## config.mk

```make
export PLATFORM = sky130hd
export DESIGN_NAME = stamp_capture_arbiter
export DESIGN_NICKNAME = d
export VERILOG_FILES = /design/src/rtl/stamp_capture_pkg.sv /design/src/rtl/stamp_capture_arbiter_rr_arbiter.sv /design/src/rtl/stamp_capture_arbiter.sv
export SDC_FILE = /design/constraint.sdc
export NUM_CORES = 1
export LEC_CHECK = 0
export BUFFER_PORTS_ARGS = -buffer_cell sky130_fd_sc_hd__buf_2
export CAP_MARGIN = 25
export CORE_UTILIZATION = 25
export CTS_CLUSTER_DIAMETER = 60
export DETAILED_ROUTE_END_ITERATION = 8
export PLACE_DENSITY = 0.5
export SYNTH_ARGS = -nofsm -noshare
export SYNTH_HDL_FRONTEND = slang
export SYNTH_HIERARCHICAL = 1
export SYNTH_SLANG_ARGS = --single-unit
```

## constraint.sdc

```tcl
create_clock -name axi_aclk -period 2.6 [get_ports axi_aclk]
set_input_delay 0.39 -clock axi_aclk [delete_from_list [all_inputs] [get_ports axi_aclk]]
set_output_delay 0.39 -clock axi_aclk [all_outputs]
set_load 0.05 [all_outputs]
```

## src/rtl/stamp_capture_pkg.sv

```systemverilog
// Shared constants and types for the timestamp capture arbiter.
// Drop counters are built only when STAMP_CAPTURE_DROP_CNT_EN is defined.
package stamp_capture_pkg;

    localparam int NUM_PORTS_DEFAULT     = 4;
    localparam int PORT_ID_WIDTH_DEFAULT = $clog2(NUM_PORTS_DEFAULT);

    localparam int                        DROP_CNT_WIDTH = 16;
    localparam logic [DROP_CNT_WIDTH-1:0] DROP_CNT_MAX   = 16'hFFFF;

    typedef logic [PORT_ID_WIDTH_DEFAULT-1:0] port_idx_t;

endpackage

```

## src/rtl/stamp_capture_arbiter_rr_arbiter.sv

```systemverilog
// Combinational round-robin arbiter: first requester searching upward from last_grant+1.
// The one-hot grant is asserted only when adv is high; the index and gnt_any are always valid.
module rr_arbiter #(
    parameter int NUM_PORTS = 4,
    parameter int IDX_WIDTH = $clog2(NUM_PORTS)
) (
    input  logic [NUM_PORTS-1:0] req,
    input  logic                 adv,
    input  logic [IDX_WIDTH-1:0] last_grant,
    output logic [NUM_PORTS-1:0] gnt,
    output logic [IDX_WIDTH-1:0] gnt_idx,
    output logic                 gnt_any
);

    function automatic logic [IDX_WIDTH-1:0] wrap_idx(input logic [IDX_WIDTH-1:0] base,
                                                      input int off);
        int s;
        s = int'(base) + off;
        if (s >= NUM_PORTS) s = s - NUM_PORTS;
        return IDX_WIDTH'(s);
    endfunction

    always_comb begin
        gnt_any = 1'b0;
        gnt_idx = '0;
        gnt     = '0;
        // Offset NUM_PORTS wraps back to last_grant itself, so it has lowest priority.
        for (int k = 1; k <= NUM_PORTS; k++) begin
            if (!gnt_any && req[wrap_idx(last_grant, k)]) begin
                gnt_any = 1'b1;
                gnt_idx = wrap_idx(last_grant, k);
            end
        end
        if (gnt_any && adv) gnt[gnt_idx] = 1'b1;
    end

endmodule

```

## src/rtl/stamp_capture_arbiter.sv

```systemverilog
// Latches stamp_counter per port on cap_req and serializes the stamps round-robin onto one stream.
// Optional per-port saturating drop counters are enabled by STAMP_CAPTURE_DROP_CNT_EN.
module stamp_capture_arbiter
    import stamp_capture_pkg::*;
#(
    parameter int NUM_PORTS       = NUM_PORTS_DEFAULT,
    parameter int TIMESTAMP_WIDTH = 64,
    parameter int PORT_ID_WIDTH   = PORT_ID_WIDTH_DEFAULT
) (
    input  logic                       axi_aclk,
    input  logic                       axi_resetn,
    input  logic [TIMESTAMP_WIDTH-1:0] stamp_counter,
    input  logic [NUM_PORTS-1:0]       cap_req,
    output logic [NUM_PORTS-1:0]       cap_busy,
    output logic [NUM_PORTS-1:0]       cap_drop,
    output logic                       m_valid,
    input  logic                       m_ready,
    output logic [TIMESTAMP_WIDTH-1:0] m_stamp,
    output logic [PORT_ID_WIDTH-1:0]   m_port
`ifdef STAMP_CAPTURE_DROP_CNT_EN
    ,
    input  logic                       drop_clr,
    output logic [NUM_PORTS*DROP_CNT_WIDTH-1:0] drop_cnt
`endif
);

    // Handshake: a stamp transfers on any edge where m_valid & m_ready; while m_valid is
    // high and m_ready low, m_valid/m_stamp/m_port hold their values unchanged.

    logic [NUM_PORTS-1:0]       slot_v;
    logic [TIMESTAMP_WIDTH-1:0] slot_stamp [NUM_PORTS];
    logic [NUM_PORTS-1:0]       gnt;
    logic [PORT_ID_WIDTH-1:0]   gnt_idx;
    logic [PORT_ID_WIDTH-1:0]   last_grant;
    logic                       gnt_any;
    logic                       load;
    logic [NUM_PORTS-1:0]       take;
    logic [NUM_PORTS-1:0]       drop_now;

    assign load = (~m_valid | m_ready) & gnt_any;

    rr_arbiter #(
        .NUM_PORTS (NUM_PORTS),
        .IDX_WIDTH (PORT_ID_WIDTH)
    ) u_rr_arbiter (
        .req        (slot_v),
        .adv        (load),
        .last_grant (last_grant),
        .gnt        (gnt),
        .gnt_idx    (gnt_idx),
        .gnt_any    (gnt_any)
    );

    // A slot being drained this edge can accept a fresh capture without a drop.
    assign take     = cap_req & (~slot_v | gnt);
    assign drop_now = cap_req & slot_v & ~gnt;
    assign cap_busy = slot_v;

    always_ff @(posedge axi_aclk or negedge axi_resetn) begin
        if (!axi_resetn) begin
            slot_v   <= '0;
            cap_drop <= '0;
            for (int i = 0; i < NUM_PORTS; i++) slot_stamp[i] <= '0;
        end else begin
            cap_drop <= drop_now;
            for (int i = 0; i < NUM_PORTS; i++) begin
                if (take[i]) begin
                    slot_v[i]     <= 1'b1;
                    slot_stamp[i] <= stamp_counter;
                end else if (gnt[i]) begin
                    slot_v[i] <= 1'b0;
                end
            end
        end
    end

    always_ff @(posedge axi_aclk or negedge axi_resetn) begin
        if (!axi_resetn) begin
            m_valid    <= 1'b0;
            m_stamp    <= '0;
            m_port     <= '0;
            last_grant <= PORT_ID_WIDTH'(NUM_PORTS - 1);
        end else if (load) begin
            m_valid    <= 1'b1;
            m_stamp    <= slot_stamp[gnt_idx];
            m_port     <= gnt_idx;
            last_grant <= gnt_idx;
        end else if (m_ready) begin
            m_valid <= 1'b0;
        end
    end

`ifdef STAMP_CAPTURE_DROP_CNT_EN
    for (genvar g = 0; g < NUM_PORTS; g++) begin : g_drop_cnt
        logic [DROP_CNT_WIDTH-1:0] cnt;

        always_ff @(posedge axi_aclk or negedge axi_resetn) begin
            if (!axi_resetn) begin
                cnt <= '0;
            end else if (drop_clr) begin
                cnt <= '0;
            end else if (cap_drop[g] && (cnt != DROP_CNT_MAX)) begin
                cnt <= cnt + 1'b1;
            end
        end

        assign drop_cnt[g*DROP_CNT_WIDTH +: DROP_CNT_WIDTH] = cnt;
    end
`else
    // Without counters, losses are visible only through the cap_drop pulses.
`endif

endmodule

```

# After elaboration in Yosys (flattened, before gate mapping)
# Cells that the tools add are included.
[totals] wordCells=91 regBits=333 output_inout_bits=75
[classes] order_cmp=11 n_mux=36 reduce_logical=13 addsub=8 bitwise_logic=10
[ops] op="64-bit binary-select mux with 2-bit select" count=1
[ops] op="64-bit two-way mux" count=2
[ops] op="1-bit two-way mux" count=19
[ops] op="2-bit two-way mux" count=8
[ops] op="2-bit by 3-bit less-than comparator with 1-bit output, second input constant" count=5
[ops] op="4-bit bitwise AND" count=3
[ops] op="3-bit >= comparator, second input constant" count=4
[ops] op="2-bit nonzero test" count=5
[ops] op="1-bit binary-select mux with 2-bit select" count=4
[ops] op="4-bit NOT" count=2
[ops] op="2-bit by 1-bit subtractor with 2-bit output, second input constant" count=4
[ops] op="2-bit by 2-bit adder with 3-bit output, second input constant" count=2
[ops] op="1-bit logical AND" count=5
[ops] op="2-bit by 3-bit adder with 4-bit output, second input constant" count=1
[ops] op="4-bit by 3-bit >= comparator with 1-bit output, second input constant" count=1
[ops] op="4-bit two-way mux" count=1
[ops] op="4-bit OR" count=1
[ops] op="2-bit by 1-bit adder with 3-bit output, second input constant" count=1
[ops] op="1-bit zero test" count=3
[ops] op="2-bit NOT with 3-bit output" count=1
[ops] op="1-bit demux with 2-bit select" count=1
[ops] op="2-bit by 1-bit >= comparator with 1-bit output, second input constant" count=1
[ops] op="1-bit bitwise AND" count=1
[ops] op="1-bit NOT" count=1
[ops] op="1-bit OR" count=1

# Logic depth before layout (Yosys ltp)
# Gate-level depths: netlist (run 1).
[logic_depth] word_depth=23 depth_mapped=13 depth_no_buf=9

# Modules after synthesis
# Netlist (run 1), hierarchy kept.
[by_module_without_submodules] module="stamp_capture_arbiter" cells_each=793 seq_area_each_um2=8335.5 instances=1 area_per_inst_um2=13800.7
[by_module_without_submodules] module="rr_arbiter" cells_each=22 seq_area_each_um2=0.0 instances=1 area_per_inst_um2=122.6

# Least setup slack after synthesis (run 1)
# OpenSTA, ideal clock, no wires.
[synth_timing] path_kind="flip-flop to flip-flop" startpoint="register slot_v[3] (netlist: cap_busy[3])" endpoint="register slot_stamp[131] (netlist bit)" stages_incl_launch_ff=14 required_time_ps=2475 path_buffers=4 setup_time_ps=125 arrival_ps=2692 path_slack_ps=-216 cell_sequence="dfrtp_1 > nor2_1 > nand2_1 > nand2b_1 > buf_2 > buf_2 > buf_4 > inv_1 > nand3b_1 > nor2_1 > nand2b_1 > nand2_1 > buf_2 > mux2_2"
[synth_between] elab_cells_between_ends=32 classes_between="order compare (2); mux (19); bitwise (3); reduce/logical (8)"
[synth_rtl] element="from (decl)" line="stamp_capture_arbiter.sv:30" source="logic [NUM_PORTS-1:0] slot_v;"
[synth_rtl] element="from (signal assigned)" line="stamp_capture_arbiter.sv:61" source="slot_v <= '0;"
[synth_rtl] element="from (signal, indexed assignment)" line="stamp_capture_arbiter.sv:68" source="slot_v[i] <= 1'b1;"
[synth_rtl] element="from (signal, indexed assignment)" line="stamp_capture_arbiter.sv:71" source="slot_v[i] <= 1'b0;"
[synth_rtl] element="1-bit binary-select mux with 2-bit select" line="stamp_capture_arbiter_rr_arbiter.sv:29" source="if (!gnt_any && req[wrap_idx(last_grant, k)]) begin"
[synth_rtl] element="1-bit two-way mux (implied by the code)" line="stamp_capture_arbiter_rr_arbiter.sv:29"
[synth_rtl] element="1-bit two-way mux" line="stamp_capture_arbiter_rr_arbiter.sv:29"
[synth_rtl] element="1-bit zero test" line="stamp_capture_arbiter_rr_arbiter.sv:29"
[synth_rtl] element="1-bit logical AND" line="stamp_capture_arbiter_rr_arbiter.sv:29"
[synth_rtl] element="1-bit two-way mux" line="stamp_capture_arbiter_rr_arbiter.sv:29"
[synth_rtl] element="1-bit zero test" line="stamp_capture_arbiter_rr_arbiter.sv:29"
[synth_rtl] element="1-bit logical AND" line="stamp_capture_arbiter_rr_arbiter.sv:29"
[synth_rtl] element="[... 4 more ...]"
[synth_rtl] element="named net gnt_any" line="stamp_capture_arbiter.sv:35" source="logic gnt_any;"
[synth_rtl] element="1-bit bitwise AND (*)" line="stamp_capture_arbiter.sv:40" source="assign load = (~m_valid | m_ready) & gnt_any;"
[synth_rtl] element="named net load" line="stamp_capture_arbiter.sv:36" source="logic load;"
[synth_rtl] element="1-bit logical AND (*)" line="stamp_capture_arbiter_rr_arbiter.sv:34" source="if (gnt_any && adv) gnt[gnt_idx] = 1'b1;"
[synth_rtl] element="4-bit two-way mux (*)" line="stamp_capture_arbiter_rr_arbiter.sv:34"
[synth_rtl] element="named net gnt[1]" line="stamp_capture_arbiter.sv:32" source="logic [NUM_PORTS-1:0] gnt;"
[synth_rtl] element="4-bit OR (*)" line="stamp_capture_arbiter.sv:55" source="assign take = cap_req & (~slot_v | gnt);"
[synth_rtl] element="4-bit bitwise AND (*)" line="stamp_capture_arbiter.sv:55"
[synth_rtl] element="to (signal, indexed assignment)" line="stamp_capture_arbiter.sv:69" source="slot_stamp[i] <= stamp_counter;"
[synth_rtl] element="to (decl)" line="stamp_capture_arbiter.sv:31" source="logic [TIMESTAMP_WIDTH-1:0] slot_stamp [NUM_PORTS];"
# Mark *: on every way through the listed nets, which the timed path passes. The rest lies on a longest branch. The select of a mux whose other input is x is not followed.
# A chain may end at the register's enable or synchronous reset.

# Final worst setup path (run 1)
[layout_timing] startpoint="register last_grant[1]" endpoint="register slot_stamp[20] (netlist bit)"
[layout_between] elab_chain_cells=22 elab_cells_between_ends=48 classes_between="add/sub (8); order compare (6); mux (23); bitwise (3); reduce/logical (8)"
[layout_lines] element="from (decl)" line="stamp_capture_arbiter.sv:34" source="logic [PORT_ID_WIDTH-1:0] last_grant;"
[layout_lines] element="from (signal assigned)" line="stamp_capture_arbiter.sv:82" source="last_grant <= PORT_ID_WIDTH'(NUM_PORTS - 1);"
[layout_lines] element="from (signal assigned)" line="stamp_capture_arbiter.sv:87" source="last_grant <= gnt_idx;"
[layout_lines] element="2-bit by 1-bit adder with 3-bit output" line="stamp_capture_arbiter_rr_arbiter.sv:18" source="s = int'(base) + off;"
[layout_lines] element="3-bit >= comparator / 2-bit by 1-bit subtractor with 2-bit output (equally long branches)" line="stamp_capture_arbiter_rr_arbiter.sv:19" source="if (s >= NUM_PORTS) s = s - NUM_PORTS;"
[layout_lines] element="2-bit two-way mux" line="stamp_capture_arbiter_rr_arbiter.sv:19"
[layout_lines] element="1-bit binary-select mux with 2-bit select" line="stamp_capture_arbiter_rr_arbiter.sv:29"
[layout_lines] element="1-bit two-way mux (implied by the code)" line="stamp_capture_arbiter_rr_arbiter.sv:29"
[layout_lines] element="1-bit two-way mux" line="stamp_capture_arbiter_rr_arbiter.sv:29"
[layout_lines] element="1-bit zero test" line="stamp_capture_arbiter_rr_arbiter.sv:29"
[layout_lines] element="1-bit logical AND" line="stamp_capture_arbiter_rr_arbiter.sv:29"
[layout_lines] element="[... 7 more ...]"
[layout_lines] element="2-bit by 3-bit less-than comparator with 1-bit output (implied by the code) / 2-bit by 1-bit >= comparator with 1-bit output (equally long branches)" line="stamp_capture_arbiter_rr_arbiter.sv:34"
[layout_lines] element="1-bit logical AND (implied by the code)" line="stamp_capture_arbiter_rr_arbiter.sv:34"
[layout_lines] element="1-bit two-way mux (implied by the code)" line="stamp_capture_arbiter_rr_arbiter.sv:34"
[layout_lines] element="1-bit demux with 2-bit select"
[layout_lines] element="4-bit two-way mux (*)" line="stamp_capture_arbiter_rr_arbiter.sv:34"
[layout_lines] element="named net gnt[3]" line="stamp_capture_arbiter.sv:32"
[layout_lines] element="4-bit OR (*)" line="stamp_capture_arbiter.sv:55"
[layout_lines] element="4-bit bitwise AND (*)" line="stamp_capture_arbiter.sv:55"
# Marks and branches as above.

==> results of run 1 <==
## sequential cells by signal (all words and copies together) (netlist names)
| name | cells |
|---|---|
| m_port | 2 |
| m_valid | 1 |
| cap_drop | 4 |
| cap_busy | 4 |
| slot_stamp | 256 |
| m_stamp | 64 |
| last_grant | 2 |
## synthesized netlist by cell type, drive strengths merged
cell / instances / share of area
nor3: 1 / 0.00036
and3b: 1 / 0.00063
nor2b: 1 / 0.00045
dfrtp: 331 / 0.59
nand2: 10 / 0.0027
mux2i: 1 / 0.00072
a21oi: 2 / 0.00072
or2: 1 / 0.00045
a31oi: 1 / 0.00045
clkbuf: 2 / 0.00054
mux2: 322 / 0.26
mux4: 64 / 0.10
nand3: 1 / 0.00036
a21o: 3 / 0.0016
inv: 5 / 0.0013
buf: 44 / 0.019
nand3b: 2 / 0.0011
nor2: 12 / 0.0032
dfstp: 2 / 0.0038
or3: 1 / 0.00045
nand2b: 8 / 0.0036
## per-layer routing
metal,track usage,vias to the layer above,routed length [um]
li1,-,3385,-
met1,0.159,4106,15000
met2,0.187,135,15200
met3,0.0296,54,1550
met4,0.0408,2,675
met5,0,-,8
## what timing repair did
item,CTS,global route
endpoints found under the hold margin,61,0
resized for setup,0,1
hold buffers,1,0
endpoints found under the setup margin,0,120
## metrics by stage
step | total power, uW | util | hold slack, ns | setup slack [ns]
final | 27400 | 0.314 | 0.0897 | 0.147
after CTS | 27900 | 0.314 | 0.0443 | 0.112
after global routing | 29000 | 0.314 | 0.0814 | -0.0154
after global placement | 21800 | 0.290 | 0.463 | 0.174
after floorplan | 18500 | - | 0.0944 | -0.0311
after detailed placement | 22100 | 0.290 | 0.465 | 0.137
## where the power goes
group          switching [uW]  internal [uW]
Clock                    2170           3430
Sequential               1260           7940
Combinational            6050           6500
## layout make-up
type / instances / share of cell area
clock buffer: 64 / 0.0730
antenna: 2 / 0.000289
timing repair buffer: 183 / 0.0764
clock inverter: 6 / 0.00383
tap: 748 / 0.0540
inverter: 5 / 0.00108
multi-input combinational: 431 / 0.310
sequential: 333 / 0.482
## path summary, 6_finish.rpt
kind,start,to,slack [ns],cells past startpoint
min reg2reg,m_port[0]$_DFFE_PN0P_,m_port[0]$_DFFE_PN0P_,0.48,1
max reg2reg,last_grant[1]$_DFFE_PN1P_,slot_stamp[20]$_DFFE_PN0P_,0.15,9
min,cap_req[3],cap_busy[3]$_DFFE_PN0P_,0.09,3
max in group asynchronous,axi_resetn,slot_stamp[65]$_DFFE_PN0P_,1.36,3
min in group asynchronous,axi_resetn,slot_stamp[168]$_DFFE_PN0P_,0.46,2
max,last_grant[1]$_DFFE_PN1P_,slot_stamp[20]$_DFFE_PN0P_,0.15,9
## cell families after synthesis
logic type,synth area share
multiplexers,0.365
flip-flops,0.599
buffers and inverters,0.0206
AND/OR/NAND/NOR,0.0133
AO/OA/AOI/OAI,0.00279
## worst max-delay path, delay by kind of cell, from the launching register on
family / cells / cell delay, ns
flip-flops: 1 / 0.58
multiplexers: 2 / 0.58
buffers and inverters: 2 / 0.41
AND/OR/NAND/NOR: 5 / 0.71
==> metrics.md, run 1 <==
| Metric | Value |
|---|---|
| Status | finished, final reports clean |
| Worst-Margin Slew | 0.713 ns |
| CTS clock-pin slew for the worst setup and hold paths | 0.06 ns |
| Crit path DAT | 2.87 ns |
| Post-CTS Setup Inserts | 0 |
| Pins over their slew limit | 0 |
| CP Class | reg -> reg |
| Synth Net Count | 886 |
| DRT iter0 DRCs | 194 |
| Die Y | 238 um |
| Yosys cell types | 23 |
| Die ar. | 56600 sq um |
| Worst vdd ir | 0.906 mV |
| Core region area | 55100 sq um |
| First-pass GRT wire length | 51600 um |
| Worst EP required | 3.02 ns |
| Area delta synth->final | 24.4% |
| Placed instance area | 16000 sq um |
| Final period utilization | 0.943 |
| Syn_area_per_cell | 17.1 sq um |
| CTS Buf Count | 42 |
| CTS root buffer | clkbuf_16 |
| Max Freq | 408 MHz |
| Final TNS setup | 0 ns |
| ANT nets after route | 0 |
| Average routed wire per standard cell | 18.3 um |
| Antenna violations before repair | 2 |
| DRT Pass-1 Iters | 4 |
| Crit path capture type | flip-flop |
| Port Buffers | 145 |
| Post-route insts no fill | 1772 |
| Sequential area share after synthesis | 0.599 |
| Post-DR vias/cell | 4.34 |
| Row count | 86 |
| Mapped cell area | 13900 sq um |
| Worst setup SP type | flip-flop |
| Clock tree sinks | 333 |
| Final design area excluding fillers | 17300 sq um |
| Commonest cells after routing, fill and taps aside | 326 x dfrtp_1, 322 x mux2_2, 144 x buf_2, 64 x mux4_2, 43 x clkbuf_16 |
| Sequential cell area | 8340 sq um |
| Post-route minimum period | 2.45 ns |
| Initial Util | 0.253 |
| Final setup vio count | 0 |
| Post-DP HPWL | 19800 um |
| Crit path max fanout | 32 |
| Leak Pwr | 0.00745 uW |
| Mapped Cells | 815 |
| Chip width | 238 um |
| Cell Pwr Density | 1580 nW/um^2 |
| Hold Crit Class | in -> reg |
| Ys Warns | 6 |
| Layout Skew | 0.0108 ns |
| Slew margin rel. | 0.525 |
| Routed WL | 32500 um |
| CTS H-tree depth | 2 |
| Most used cell along the critical path | nor2_1 |
| Vias in the first global route | 8574 |
| Num ports | 146 |
| Final hold vios | 0 |
| Cell type of the slowest stage on the worst timing path | dfstp_2 |
| Critical path cell sequence | mux2i_1 -> nor2_1 -> nor3_1 -> buf_4 -> nor2_1 -> nand2b_1 -> nand2_4 -> buf_12 -> mux2_2 |
| Via count | 7682 |
| Dpl cells | 1699 |
| Multi-input gate area | 5370 sq um |
| Max-capacitance violation count | 0 |
| Total track usage | 0.119 |
| CP peak stage delay | 0.58 ns |
| CTS max path bufs | 3 |
| Clock tree from TritonCTS | built |
| RSZ-0062 raised after global routing | yes |
| Fin nets | 1067 |
| Seq cells post-synth | 333 |
| DRC errors left | 0 |
| Gr ovfl total | 0 |
| Largest net degree at the start of global routing | 75 |
| Commonest non-fill, non-tap cell in the layout | dfrtp_1 |
| Fill cell count | 5515 |
| Clock latency on the worst-skew pair | 0.54 ns |
| Final Wtd Congestion | 0.675 |
| Fraction of layout cells with a size suffix above 1 | 0.630 |
Power figures use the tool's default switching activity.
==> inputs of run 2 (changes only) <==
--- a/config.mk
+++ b/config.mk
@@ -5,9 +5,11 @@
 export SDC_FILE = /design/constraint.sdc
 export NUM_CORES = 1
 export LEC_CHECK = 0
+export ABC_AREA = 1
 export BUFFER_PORTS_ARGS = -buffer_cell sky130_fd_sc_hd__buf_2
 export CAP_MARGIN = 25
 export CORE_UTILIZATION = 25
+export CTS_BUF_LIST = sky130_fd_sc_hd__clkbuf_4
 export CTS_CLUSTER_DIAMETER = 60
 export DETAILED_ROUTE_END_ITERATION = 8
 export PLACE_DENSITY = 0.5
==> run 2 against run 1 <==
Effect of this change:
- maximum frequency down 5.0%
- clock-buffer cell count grew 84
- global-route usage rose by 3.0 points
- worst hold slack gained 0.040 ns
- largest cell class unchanged
==> metrics.md, run 2 <==
| Metric | Value |
|---|---|
| Largest family of logic cells by synthesized area | simple AND/OR/NAND/NOR gates |
| Most used cell along the critical path | nand2_2 |
| Commonest non-fill, non-tap cell in the layout | nand2_1 |
| CTS Buf Count | 95 (+130%) |
| CTS root buffer | clkbuf_4 |
| Clock tree sinks | 333 (unchanged) |
| CP peak stage delay | 0.63 ns (+0.05 ns) |
| Cell taking the most area after synthesis | dfrtp_1 |
| Synth top area share | 0.540 (-0.0551) |
| First-pass GRT wire length | 74000 um (+43%) |
| Die Y | 250 um (+4.9%) |
| Post-DR vias/cell | 4.34 (+0.16%) |
| CP Class | reg -> reg |
| Final Wtd Congestion | 0.763 (+13%) |
| Crit path max fanout | 23 (-28%) |
| Ys Warns | 6 (unchanged) |
| Max Freq | 387 MHz (-5.0%) |
| Post-synth EDFFs | 0 (unchanged) |
| Final hold vios | 0 (unchanged) |
| Gr ovfl total | 0 (unchanged) |
| Synth area leaders | dfrtp_1 54%, nand2_1 20%, o21ai_0 8.3% |
| Critical path cell sequence | buf_6 -> nand2_1 -> nand2_2 -> nand2_2 -> nand2_2 -> inv_1 -> nand3_2 -> nand2_4 -> inv_4 -> nand3_1 -> nor2_2 -> inv_1 -> nand2_4 -> nand2_8 -> buf_16 -> nand2_1 -> o21ai_0 |
| Most frequent cells after synthesis | 823 x nand2_1, 337 x inv_1, 331 x dfrtp_1 |
| Yosys cell types | 21 (-8.7%) |
| Fin nets | 2387 (+120%) |
| Routed WL | 52000 um (+60%) |
| Seq cells post-synth | 333 (unchanged) |
| CTS H-tree depth | 3 (+1) |
| Final setup vio count | 0 (unchanged) |
| Worst EP required | 3.28 ns (+0.26 ns) |
| Prevailing post-synth register cell | dfrtp_1 |
| Post-synthesis mux area share | 0 (-0.365) |
| Mapped Cells | 2026 (+150%) |
| Sequential area share after synthesis | 0.543 (-0.0555) |
| CP bufs+invs | 5 (+3) |
| ANT nets after route | 0 (unchanged) |
| Largest net degree at the start of global routing | 70 (-6.7%) |
| Max-capacitance violation count | 0 (unchanged) |
| Most instantiated library cell after synthesis | nand2_1 |
| Biggest register | slot_stamp |
| Cell type of the slowest stage on the worst timing path | dfstp_2 |
| Pins over their slew limit | 0 (unchanged) |
| Clock latency on the worst-skew pair | 0.84 ns (+0.30 ns) |
| Num ports | 146 (unchanged) |
| Post-DP HPWL | 26900 um (+36%) |
| DRC errors left | 0 (unchanged) |
| Worst setup SP type | flip-flop |
| Commonest cells after routing, fill and taps aside | 793 x nand2_1, 337 x inv_1, 331 x dfrtp_1, 189 x o21ai_0, 148 x clkbuf_4 |
| Worst-Margin Slew | 0.743 ns (+0.0302 ns) |
| Final period utilization | 0.994 (+0.0502) |
| Die ar. | 62400 sq um (+10%) |
| Crit path capture type | flip-flop |
| RSZ-0062 raised after global routing | yes |
| Status | finished, final reports clean |
| Synth Area in Compound Gates | 0.0845 (+0.0817) |
| CTS clock-pin slew for the worst setup and hold paths | 0.07 ns (about the same) |
| Fill cell count | 6406 (+16%) |
| Crit path DAT | 3.26 ns (+0.39 ns) |
| XOR/XNOR Fraction of Synth Area | 0 (unchanged) |
| Antenna violations before repair | 3 (+1) |
| Simple-gate share of the synthesized area | 0.253 (+0.240) |
| DRT iter0 DRCs | 873 (+350%) |
| Average routed wire per standard cell | 16.4 um (-11%) |
| Chip width | 250 um (+4.9%) |
| Syn_area_per_cell | 7.57 sq um (-56%) |
| Vias in the first global route | 13700 (+60%) |
| Post-synthesis adder-cell area fraction | 0 (unchanged) |
| Reg2reg path depth | 17 (+8) |
| Via count | 13800 (+80%) |
| Post-route insts no fill | 3180 (+79%) |
| Initial Util | 0.254 (+0.00105) |
| Clock tree from TritonCTS | built |
| Post-synth ARST share | 1.00 (unchanged) |
| Largest register FFs | 256 (unchanged) |
| Slew margin rel. | 0.505 (-0.0201) |
| Row count | 90 (+4.7%) |
| Synth Net Count | 2097 (+140%) |
| Fraction of layout cells with a size suffix above 1 | 0.188 (-0.442) |
| DRT Pass-1 Iters | 6 (+2) |
| Crit path depth | 17 (+8) |
| Post-route minimum period | 2.58 ns (+0.130 ns) |
| Delay-heaviest family, CP | simple AND/OR/NAND/NOR gates |
| Sequential cell area | 8340 sq um (about the same) |
| Total track usage | 0.149 (+0.0303) |
| Core region area | 60500 sq um (+9.8%) |
| Hold Crit Class | in -> async |
| Mapped cell area | 15300 sq um (+10%) |
| Layout Skew | 0.0410 ns (+0.0302 ns) |
| CTS max path bufs | 3 (unchanged) |
| Dpl cells | 2885 (+70%) |
| Multi-input gate area | 5440 sq um (+1.4%) |
| Area delta synth->final | 32.0% |
| Top flop regs | slot_stamp: 256 flops, m_stamp: 64 flops |
| Port Buffers | 145 (unchanged) |
## run 2: cell type report
type,instances,area share
timing repair buffer,302,0.143
clock buffer,148,0.0549
clock inverter,27,0.00927
multi-input combinational,1241,0.269
tap,782,0.0483
antenna,4,0.000494
inverter,343,0.0641
sequential,333,0.412
## run 2: path summary, 6_finish.rpt
path                                                start                           to  slack, ns
worst max-delay path            last_grant[0]$_DFFE_PN1P_  slot_stamp[171]$_DFFE_PN0P_       0.02
worst min-delay path                           axi_resetn      cap_busy[1]$_DFFE_PN0P_       0.13
worst max register to register  last_grant[0]$_DFFE_PN1P_  slot_stamp[171]$_DFFE_PN0P_       0.02
worst min register to register    m_stamp[14]$_DFFE_PN0P_      m_stamp[14]$_DFFE_PN0P_       0.47
max in group asynchronous                      axi_resetn  slot_stamp[172]$_DFFE_PN0P_       1.66
min in group axi_aclk                          cap_req[3]      cap_busy[3]$_DFFE_PN0P_       0.40
## run 2: cell families after synthesis
family          after synthesis
flops                       333
buf+inv                     455
compound gates              259
simple gates                979
## run 2: what timing repair did
action,CTS,global route
cloned,0,33
resized for setup,2,135
endpoints found under the setup margin,15,322
hold buffers,70,0
pin swaps,0,11
hold endpoints to repair,545,0
setup buffers,2,11
## run 2: metrics by stage
| step | utilization | setup WS [ns] | hold WS [ns] | instance area [sq um] | TNS (ns) |
|---|---|---|---|---|---|
| final | 0.335 | 0.0165 | 0.129 | 20300 | 0 |
| after detailed placement | 0.284 | 0.0433 | 0.408 | 17200 | 0 |
| after global placement | 0.284 | 0.128 | 0.402 | 17200 | 0 |
| after global routing | 0.335 | -0.124 | 0.0718 | 20300 | -18.30 |
| after floorplan | - | 0.0640 | 0.0944 | 15300 | 0 |
| after CTS | 0.318 | 0.00888 | 0.0289 | 19200 | 0 |
## run 2: worst register-to-register path: stages (launching register included)
cell	delay (ns)
dfstp_2	0.63
buf_6	0.13
nand2_1	0.06
nand2_2	0.12
nand2_2	0.07
nand2_2	0.09
inv_1	0.06
nand3_2	0.11
nand2_4	0.07
inv_4	0.06
nand3_1	0.13
nor2_2	0.16
inv_1	0.08
nand2_4	0.12
nand2_8	0.13
buf_16	0.21
nand2_1	0.10
o21ai_0	0.08
## run 2: layer usage
metal | vias to the layer above | share of wire | global-route usage
li1 | 6764 | - | -
met1 | 6588 | 0.45 | 0.189
met2 | 365 | 0.48 | 0.249
met3 | 91 | 0.048 | 0.0342
met4 | 0 | 0.023 | 0.0499
met5 | - | 0 | 0
Power of run 2 is left out: the tool's default activity adds up to more than one toggle a clock period on the data nets, which glitch-free logic cannot reach.
